<file path="src/rtl/port_uart_pkg.sv">
// Shared types and port-word bit positions for the port_uart peripheral.
package port_uart_pkg;

  typedef enum logic [1:0] {
    IDLE  = 2'd0,
    START = 2'd1,
    DATA  = 2'd2,
    STOP  = 2'd3
  } uart_state_e;

  // port_out (CPU -> peripheral)
  localparam int TX_BYTE_LSB = 0;
  localparam int TX_REQ      = 8;
  localparam int RX_ACK      = 12;

  // port_in (peripheral -> CPU)
  localparam int TX_ACK      = 8;
  localparam int TX_BUSY     = 9;
  localparam int RX_TOG      = 12;
  localparam int RX_OVR      = 13;
  localparam int RX_FERR     = 14;

endpackage

</file>
<file path="src/rtl/port_uart_rx.sv">
// 8N1 receiver: 2-flop synchronizer, falling-edge start detect, mid-bit sampling.
module port_uart_rx
  import port_uart_pkg::*;
#(
  parameter int CLKS_PER_BIT = 16
) (
  input  logic        clk,
  input  logic        rst,
  input  logic        rx_i,
  output logic [7:0]  byte_o,
  output logic        valid_o,
  output logic        frame_err_o,
  output uart_state_e state_o
);

  localparam int CW = $clog2(CLKS_PER_BIT);
  localparam logic [CW-1:0] CNT_LAST = CW'(CLKS_PER_BIT - 1);
  localparam logic [CW-1:0] CNT_HALF = CW'(CLKS_PER_BIT / 2 - 1);

  logic          sync1_q, sync2_q, prev_q;
  logic          fall;
  uart_state_e   state_q, state_d;
  logic [CW-1:0] cnt_q, cnt_d;
  logic [2:0]    bit_q, bit_d;
  logic [7:0]    shift_q, shift_d;
  logic          valid_q, valid_d;
  logic          ferr_q, ferr_d;

  assign fall = prev_q & ~sync2_q;

  always_ff @(posedge clk) begin
    if (rst) begin
      sync1_q <= 1'b1;
      sync2_q <= 1'b1;
      prev_q  <= 1'b1;
      state_q <= IDLE;
      cnt_q   <= '0;
      bit_q   <= '0;
      shift_q <= '0;
      valid_q <= 1'b0;
      ferr_q  <= 1'b0;
    end else begin
      sync1_q <= rx_i;
      sync2_q <= sync1_q;
      prev_q  <= sync2_q;
      state_q <= state_d;
      cnt_q   <= cnt_d;
      bit_q   <= bit_d;
      shift_q <= shift_d;
      valid_q <= valid_d;
      ferr_q  <= ferr_d;
    end
  end

  always_comb begin
    state_d = state_q;
    cnt_d   = cnt_q;
    bit_d   = bit_q;
    shift_d = shift_q;
    valid_d = 1'b0;
    ferr_d  = 1'b0;
    unique case (state_q)
      IDLE: begin
        if (fall) begin
          state_d = START;
          cnt_d   = '0;
        end
      end
      START: begin
        // Line back high at mid start bit means it was a glitch.
        if (cnt_q == CNT_HALF) begin
          cnt_d   = '0;
          bit_d   = '0;
          state_d = sync2_q ? IDLE : DATA;
        end else begin
          cnt_d = cnt_q + CW'(1);
        end
      end
      DATA: begin
        if (cnt_q == CNT_LAST) begin
          cnt_d   = '0;
          shift_d = {sync2_q, shift_q[7:1]};
          if (bit_q == 3'd7) begin
            state_d = STOP;
          end else begin
            bit_d = bit_q + 3'd1;
          end
        end else begin
          cnt_d = cnt_q + CW'(1);
        end
      end
      STOP: begin
        if (cnt_q == CNT_LAST) begin
          cnt_d   = '0;
          state_d = IDLE;
          valid_d = sync2_q;
          ferr_d  = ~sync2_q;
        end else begin
          cnt_d = cnt_q + CW'(1);
        end
      end
      default: state_d = IDLE;
    endcase
  end

  assign byte_o      = shift_q;
  assign valid_o     = valid_q;
  assign frame_err_o = ferr_q;
  assign state_o     = state_q;

endmodule

</file>
<file path="src/rtl/port_uart.sv">
// UART bridged onto the CPU port pair: TX FSM, port_in register, RX sub-module.
module port_uart
  import port_uart_pkg::*;
#(
  parameter int CLKS_PER_BIT = 16
) (
  input  logic        clk,
  input  logic        rst,
  input  logic [31:0] port_out,
  output logic [31:0] port_in,
  input  logic        uart_rx,
  output logic        uart_tx,
  output uart_state_e dbg_tx_state_o,
  output uart_state_e dbg_rx_state_o
);

  // Handshake: both directions use toggle pairs. TX: CPU flips tx_req when a
  // new byte is on port_out[7:0]; the peripheral flips tx_ack once the stop
  // bit ends. RX: the peripheral flips rx_tog when a byte lands in port_in;
  // the CPU flips rx_ack to release it. A pair that differs means "pending".

  localparam int CW = $clog2(CLKS_PER_BIT);
  localparam logic [CW-1:0] CNT_LAST = CW'(CLKS_PER_BIT - 1);

  uart_state_e   tx_state_q, tx_state_d;
  logic [CW-1:0] tx_cnt_q, tx_cnt_d;
  logic [2:0]    tx_bit_q, tx_bit_d;
  logic [7:0]    tx_shift_q, tx_shift_d;
  logic          tx_line_q, tx_line_d;
  logic          tx_ack_q, tx_ack_d;
  logic          tx_busy_q;
  logic          tx_bit_end;

  logic [7:0]    rx_byte_q, rx_byte_d;
  logic          rx_tog_q, rx_tog_d;
  logic          rx_ovr_q, rx_ovr_d;
  logic          rx_ferr_q, rx_ferr_d;
  logic          rx_ack_q;
  logic          ack_edge, pending;

  logic [7:0]    rx_byte;
  logic          rx_valid, rx_ferr;
  uart_state_e   rx_state;

  logic          unused_port_out;
  assign unused_port_out = ^{port_out[31:13], port_out[11:9]};

  port_uart_rx #(
    .CLKS_PER_BIT(CLKS_PER_BIT)
  ) u_rx (
    .clk        (clk),
    .rst        (rst),
    .rx_i       (uart_rx),
    .byte_o     (rx_byte),
    .valid_o    (rx_valid),
    .frame_err_o(rx_ferr),
    .state_o    (rx_state)
  );

  assign tx_bit_end = (tx_cnt_q == CNT_LAST);

  always_ff @(posedge clk) begin
    if (rst) begin
      tx_state_q <= IDLE;
      tx_cnt_q   <= '0;
      tx_bit_q   <= '0;
      tx_shift_q <= '0;
      tx_line_q  <= 1'b1;
      tx_ack_q   <= 1'b0;
      tx_busy_q  <= 1'b0;
    end else begin
      tx_state_q <= tx_state_d;
      tx_cnt_q   <= tx_cnt_d;
      tx_bit_q   <= tx_bit_d;
      tx_shift_q <= tx_shift_d;
      tx_line_q  <= tx_line_d;
      tx_ack_q   <= tx_ack_d;
      tx_busy_q  <= (tx_state_d != IDLE);
    end
  end

  // uart_tx is driven from tx_line_q, so each line value is set one state early.
  always_comb begin
    tx_state_d = tx_state_q;
    tx_cnt_d   = tx_cnt_q;
    tx_bit_d   = tx_bit_q;
    tx_shift_d = tx_shift_q;
    tx_line_d  = tx_line_q;
    tx_ack_d   = tx_ack_q;
    unique case (tx_state_q)
      IDLE: begin
        if (port_out[TX_REQ] != tx_ack_q) begin
          tx_state_d = START;
          tx_shift_d = port_out[TX_BYTE_LSB +: 8];
          tx_cnt_d   = '0;
          tx_line_d  = 1'b0;
        end
      end
      START: begin
        if (tx_bit_end) begin
          tx_state_d = DATA;
          tx_cnt_d   = '0;
          tx_bit_d   = '0;
          tx_line_d  = tx_shift_q[0];
        end else begin
          tx_cnt_d = tx_cnt_q + CW'(1);
        end
      end
      DATA: begin
        if (tx_bit_end) begin
          tx_cnt_d = '0;
          if (tx_bit_q == 3'd7) begin
            tx_state_d = STOP;
            tx_line_d  = 1'b1;
          end else begin
            tx_bit_d   = tx_bit_q + 3'd1;
            tx_shift_d = {1'b0, tx_shift_q[7:1]};
            tx_line_d  = tx_shift_q[1];
          end
        end else begin
          tx_cnt_d = tx_cnt_q + CW'(1);
        end
      end
      STOP: begin
        if (tx_bit_end) begin
          tx_state_d = IDLE;
          tx_cnt_d   = '0;
          tx_ack_d   = ~tx_ack_q;
        end else begin
          tx_cnt_d = tx_cnt_q + CW'(1);
        end
      end
      default: tx_state_d = IDLE;
    endcase
  end

  always_ff @(posedge clk) begin
    if (rst) begin
      rx_byte_q <= '0;
      rx_tog_q  <= 1'b0;
      rx_ovr_q  <= 1'b0;
      rx_ferr_q <= 1'b0;
      rx_ack_q  <= 1'b0;
    end else begin
      rx_byte_q <= rx_byte_d;
      rx_tog_q  <= rx_tog_d;
      rx_ovr_q  <= rx_ovr_d;
      rx_ferr_q <= rx_ferr_d;
      rx_ack_q  <= port_out[RX_ACK];
    end
  end

  // Clears from an ack edge come first so a same-cycle flag set wins.
  always_comb begin
    ack_edge  = port_out[RX_ACK] ^ rx_ack_q;
    pending   = rx_tog_q ^ port_out[RX_ACK];
    rx_byte_d = rx_byte_q;
    rx_tog_d  = rx_tog_q;
    rx_ovr_d  = ack_edge ? 1'b0 : rx_ovr_q;
    rx_ferr_d = ack_edge ? 1'b0 : rx_ferr_q;
    if (rx_valid) begin
      if (!pending) begin
        rx_byte_d = rx_byte;
        rx_tog_d  = ~rx_tog_q;
      end else begin
        rx_ovr_d = 1'b1;
      end
    end
    if (rx_ferr) begin
      rx_ferr_d = 1'b1;
    end
  end

  always_comb begin
    port_in                        = '0;
    port_in[TX_BYTE_LSB +: 8]      = rx_byte_q;
    port_in[TX_ACK]                = tx_ack_q;
    port_in[TX_BUSY]               = tx_busy_q;
    port_in[RX_TOG]                = rx_tog_q;
    port_in[RX_OVR]                = rx_ovr_q;
    port_in[RX_FERR]               = rx_ferr_q;
  end

  assign uart_tx        = tx_line_q;
  assign dbg_tx_state_o = tx_state_q;
  assign dbg_rx_state_o = rx_state;

endmodule

</file>
<file path="config.mk">
export PLATFORM = sky130hd
export DESIGN_NAME = port_uart
export DESIGN_NICKNAME = d
export VERILOG_FILES = /design/src/rtl/port_uart_pkg.sv /design/src/rtl/port_uart_rx.sv /design/src/rtl/port_uart.sv
export SDC_FILE = /design/constraint.sdc
export NUM_CORES = 1
export LEC_CHECK = 0
export CAP_MARGIN = 0
export CELL_PAD_IN_SITES_DETAIL_PLACEMENT = 1
export CELL_PAD_IN_SITES_GLOBAL_PLACEMENT = 2
export CORE_ASPECT_RATIO = 0.6
export CORE_MARGIN = 10
export CORE_UTILIZATION = 26
export DETAILED_ROUTE_END_ITERATION = 8
export PLACE_DENSITY = 0.74
export SLEW_MARGIN = 30
export SYNTH_ARGS = -nofsm -noshare
export SYNTH_HDL_FRONTEND = slang
export SYNTH_HIERARCHICAL = 1
export SYNTH_SLANG_ARGS = --single-unit
</file>
<file path="constraint.sdc">
create_clock -name clk -period 1.8 [get_ports clk]
set_input_delay 0.36 -clock clk [delete_from_list [all_inputs] [get_ports clk]]
set_output_delay 0.36 -clock clk [all_outputs]
set_load 0.02 [all_outputs]
</file>
Word level (Yosys, flattened, before mapping)
Index checks and enable logic that the tools add are counted.
W data, S select, Z words.
{"block": "totals", "regBits": 54, "latchBits": 0, "ramBits": 0, "mem_bits_ro": 0, "input_bits": 35, "output_inout_bits": 37, "word_cells": 117, "n_memories": 0}
{"block": "classes", "add_sub_neg": 4, "n_mul": 0, "n_div": 0, "order_cmp": 0, "n_eq_ne": 22, "shift": 0, "muxes": 42, "n_bitwise": 9, "reduce_logical": 19}
{"operator": "$mux W8", "n": 3}
{"operator": "$mux W2", "n": 11}
{"operator": "$mux W4", "n": 5}
{"operator": "$mux W3", "n": 6}
{"operator": "$pmux W2 S4", "n": 2}
{"operator": "$pmux W8 S2", "n": 1}
{"operator": "$reduce_and A4 Y1", "n": 4}
{"operator": "$pmux W3 S2", "n": 2}
{"operator": "$pmux W4 S3", "n": 1}
{"operator": "$ne A2 B1 Y1 const B", "n": 5}
{"operator": "$ne A2 B2 Y1 const B", "n": 5}
{"operator": "$reduce_bool A2 Y1", "n": 5}
{"operator": "$mux W1", "n": 9}
{"operator": "$add A4 B1 Y4 const B", "n": 2}
{"operator": "$eq A2 B2 Y1 const B", "n": 4}
{"operator": "$eq A4 B4 Y1 const B", "n": 2}
{"operator": "$pmux W4 S2", "n": 1}
{"operator": "$add A3 B1 Y3 const B", "n": 2}
{"operator": "$eq A3 B3 Y1 const B", "n": 2}
{"operator": "$not A1 Y1", "n": 6}
{"operator": "$reduce_and A2 Y1", "n": 3}
{"operator": "$reduce_or A3 Y1", "n": 2}
{"operator": "$reduce_and A5 Y1", "n": 1}
{"operator": "$eq A2 B1 Y1 const B", "n": 2}
{"operator": "other kinds (8)", "n": 10}

Logic depth before layout (Yosys ltp)
{"block": "depth", "depth_word": 5, "mapped_depth": 8, "ltp_nobuf": 6}

Hierarchy
Netlist, hierarchy kept.
{"module": "port_uart", "n_inst": 1, "cells_each": 188, "area_each_um2": 1701.6, "seq_area_each_um2": 640.6}
{"module": "port_uart_rx", "n_inst": 1, "cells_each": 93, "area_each_um2": 937.1, "seq_area_each_um2": 440.4}

Least setup slack after synthesis
OpenSTA, ideal clock, no wires.
{"block": "synth_timing", "kind": "register to register", "from": "register tx_state_q[1] (netlist: dbg_tx_state_o[1])", "to": "register tx_shift_q[0]", "setup_ps": 119, "arrival_ps": 1757, "t_required_ps": 1681, "path_slack_ps": -76, "path_stages_with_launch": 8, "n_path_buf": 2, "synth_period_minus_slack_ps": 1876, "cell_sequence": "dfxtp_1 ha_1 buf_2 nand2_1 a31o_4 and2_4 buf_6 o221a_1"}
{"block": "synth_via", "elab_chain_cells": 3, "word_cells_on_any_way": 8, "classes_between": "eq/ne: 4; mux: 1; reduce/logical: 3"}
{"element": "start: declaration", "line": "port_uart.sv:25", "source": "uart_state_e tx_state_q, tx_state_d;"}
{"element": "start signal: assignment", "line": "port_uart.sv:72", "source": "tx_state_q <= tx_state_d;"}
{"element": "$eq A2 B2 Y1 or $logic_not A2 Y1 (tied branches)", "line": "port_uart.sv:90", "source": "unique case (tx_state_q)"}
{"element": "$ne A2 B2 Y1 (no line) or $reduce_bool A2 Y1 (tied branches)"}
{"element": "$reduce_and A4 Y1 (no line)"}
{"element": "end signal: assignment", "line": "port_uart.sv:75", "source": "tx_shift_q <= tx_shift_d;"}
{"element": "end: declaration", "line": "port_uart.sv:28", "source": "logic [7:0] tx_shift_q, tx_shift_d;"}
Several ways; a longest one is shown, not always the timed one.
A chain may end at the register's enable or synchronous reset.

Worst setup path in the final report
{"block": "layout_timing", "from": "register rx_tog_q", "to": "output port port_in[12]"}
{"element": "start: declaration", "line": "port_uart.sv:35", "source": "logic rx_tog_q, rx_tog_d;"}
{"element": "start signal: assignment", "line": "port_uart.sv:146", "source": "rx_tog_q <= rx_tog_d;"}
{"element": "end: declaration", "line": "port_uart.sv:10", "source": "output logic [31:0] port_in,"}
No word-level cell between the ends.

==> summary.txt <==
Global routing
  – First-pass GRT wire length: 10600 um
  – Initial antenna violation count: 0
  – Total track usage: 8.74%
  – Largest net degree at the start of global routing: 17
  – Vias in the first global route: 2025
  – Grt ovf: 0

Synth
  – Synth top area cells: dfxtp_1 41%, mux2i_1 10%, buf_4 7.7%
  – Post-synth top area cell: dfxtp_1
  – Mean post-synth cell area: 9.39 sq um
  – Compound-Gate Fraction of Synth Area: 15.5%
  – Synth Area in XOR/XNOR: 1.66%
  – Mux cell area share after synthesis: 10.2%
  – Synth cell types: 52
  – Seq cells post-synth: 54
  – Adder-Cell Fraction of Synth Area: 4.74%
  – Post-Syn Area: 2640 sq um
  – Top-count cell post-synth: dfxtp_1
  – YS warnings: 6
  – Sequential area share after synthesis: 41.0%
  – EDFF count, synth: 0
  – Most used DFF post-synth: dfxtp_1
  – Main combinational cell family by area after synthesis: compound AO/OA/AOI/OAI gates
  – Synth top area share: 41.0%
  – Cells after synthesis: 281
  – Simple-Gate Fraction of Synth Area: 14.8%
  – Ys async rst share: 0%
  – Synth cell count leaders: 54 x dfxtp_1, 36 x nor2_1, 27 x buf_4, 27 x mux2i_1, 18 x a21oi_1

STA
  – Fmax: 580 MHz
  – Clock skew: 0.00573 ns
  – Slew Viols, Final: 0
  – Worst-Margin Slew: 0.510 ns
  – Final min period: 1.72 ns
  – Final setup viols: 0
  – Post-route setup TNS: 0 ns
  – Post-route setup slack: 0.0773 ns
  – Slew margin rel.: 65.7%
  – Hold Fails Final Rpt: 0
  – Fin crit share: 95.7%
  – Hold slack final: 0.418 ns

Setup path
  – Reg2Reg Capture Point: tx_shift_q[0]
  – CP Capture Type: output port
  – WP depth: 1
  – Flop2flop setup slack: 0.12 ns
  – Crit path launch: rx_tog_q
  – FF-to-FF Start: dbg_tx_state_o[1]
  – Worst Path Max Fanout: 5
  – Crit-path cells: clkdlybuf4s50_1
  – CP Buf/Inv Count: 1
  – CP Launch Type: flip-flop
  – Kind of critical path: flip-flop to output port
  – R2R depth: 6
  – Worst path arrival time: 1.36 ns
  – Worst endpoint required time: 1.44 ns
  – Slowest-stage cell, CP: clkdlybuf4s50_1
  – Max incr delay on CP: 0.64 ns
  – Worst setup endpoint: port_in[12]
  – Top delay family on crit path: buffers and inverters

Power
  – Power Density: 834 nW/um^2
  – Total power: 2.64 mW
  – Max VDD drop: 0.335 mV
  – Leak: 1.24 nW

Route
  – Detailed Route WL: 6460 um
  – Pre-antenna DRT Iters: 4
  – Detailed-route wire length per cell: 14.4 um
  – DRC: 0
  – Routed Antenna Nets: 0
  – Via density: 4.33
  – Via count: 1944
  – Initial DRC Count: 93

Min path
  – Hold WC Path Type: flip-flop to flip-flop

Layout
  – Post-Layout Cell Count: 449
  – Design area: 3170 sq um
  – N_diodes: 0
  – Area growth, synth to finish: 20.1%
  – Fraction of layout cells with a size suffix above 1: 14.3%
  – Final core utilization: 32.1%
  – Fin nets: 358
  – Fillers: 1166

Floorplan
  – Die Height: 98.0 um
  – Core area: 9880 sq um
  – # IOs: 72
  – Die X: 150 um
  – Die footprint: 14700 sq um
  – Initial Util: 26.7%
  – Row cnt: 28

Clock network
  – CTS Root Buffer Type: clkbuf_16
  – CTS Hold Bufs: 0
  – Clk slew on worst S/H paths: 0.07 ns
  – Setup repair bufs after CTS: 0
  – Max Root-Sink Buffers: 2
  – H-tree depth: 2
  – Worst skew pair latency: 0.29 ns
  – Clk sinks: 54
  – Total CTS buffers: 5
  – CTS tree: built

Place
  – Pre-CTS setup slack: -0.163 ns
  – Buffers on Ports: 30
  – Area after DPL: 3010 sq um
  – Post-DP HPWL: 4830 um
  – Placed Instances: 441
  – Final GP Congestion: 0.743

Job
  – Number of max-cap violations: 0

Status
  – Status: complete, no violations
## cell families (layout without fill, tap and decap cells)
kind of cell	after synthesis	count (layout)
DFF	54	54
AOI/OAI and AO/OA	58	58
buffers and inverters	47	62
adders and majority gates	10	10
xor gates and xnor gates	5	5
muxes	27	27
other	1	19
and+or+nand+nor	79	79
## cell type report
type | instances | area (sq um) | area share [%]
Multi-Input combinational cell | 198 | 1320 | 41.7
Sequential cell | 54 | 1080 | 34.2
Timing Repair Buffer | 47 | 423 | 13.3
Tap cell | 135 | 169 | 5.33
Clock buffer | 7 | 143 | 4.50
Inverter | 7 | 26.3 | 0.829
Clock inverter | 1 | 5.00 | 0.158
## flip-flops by register name (all words and copies together) (netlist names), 2 cells and up, named ones only
| name | flops |
|---|---|
| rx_byte_q | 8 |
| tx_shift_q | 8 |
| u_rx/byte_o | 8 |
| tx_cnt_q | 4 |
| u_rx/cnt_q | 4 |
| tx_bit_q | 3 |
| u_rx/bit_q | 3 |
| dbg_tx_state_o | 2 |
## how the worst min path moves through the flow
stage,from,endpoint,slack [ns],depth (start not counted)
2_1_floorplan,u_rx/sync1_q,u_rx/sync2_q,0.39,1
3_3_place_gp,u_rx/sync1_q,u_rx/sync2_q,0.40,1
3_5_place_dp,u_rx/sync1_q,u_rx/sync2_q,0.41,1
4_1_cts,u_rx/sync1_q,u_rx/sync2_q,0.42,1
5_1_grt,u_rx/sync1_q,u_rx/sync2_q,0.45,1
6_report,u_rx/sync1_q,u_rx/sync2_q,0.42,1
## power by group
part	internal [mW]	leakage (nW)	switching [mW]
clock network	0.553	0.0739	0.440
logic	0.162	0.730	0.211
registers	1.24	0.440	0.0333
## cell usage in the layout, fill, tap and decap left out, types with 2 or more instances in the layout
cell / n
mux2i_1: 27
inv_1: 7
a221oi_1: 2
clkbuf_16: 5
clkdlybuf4s50_1: 29
buf_4: 17
o21ai_0: 5
a211oi_1: 8
nor2b_1: 2
nor2_1: 36
nand3_1: 3
dfxtp_2: 2
a22oi_1: 4
ha_1: 9
a21oi_1: 18
or2_2: 3
a21o_1: 2
dfxtp_1: 52
o21ai_1: 2
conb_1: 19
xnor2_1: 4
a31oi_1: 4
nand2_2: 4
nand2b_1: 2
nand2_1: 11
and2_1: 2
nand4_1: 4
## what timing repair did
item,CTS,global route
setup endpoints to repair,1,5
resized for setup,1,5
cloned,0,0
## routing by layer
layer  up-vias  part of all wire [%]  track usage (%)
met5         -                     0                0
met4         0                  0.84             2.46
met3         5                   5.1             3.36
met2        34                    40             11.8
met1       908                    54             12.4
li1        997                     -                -
(Power assumes the default switching activity.)
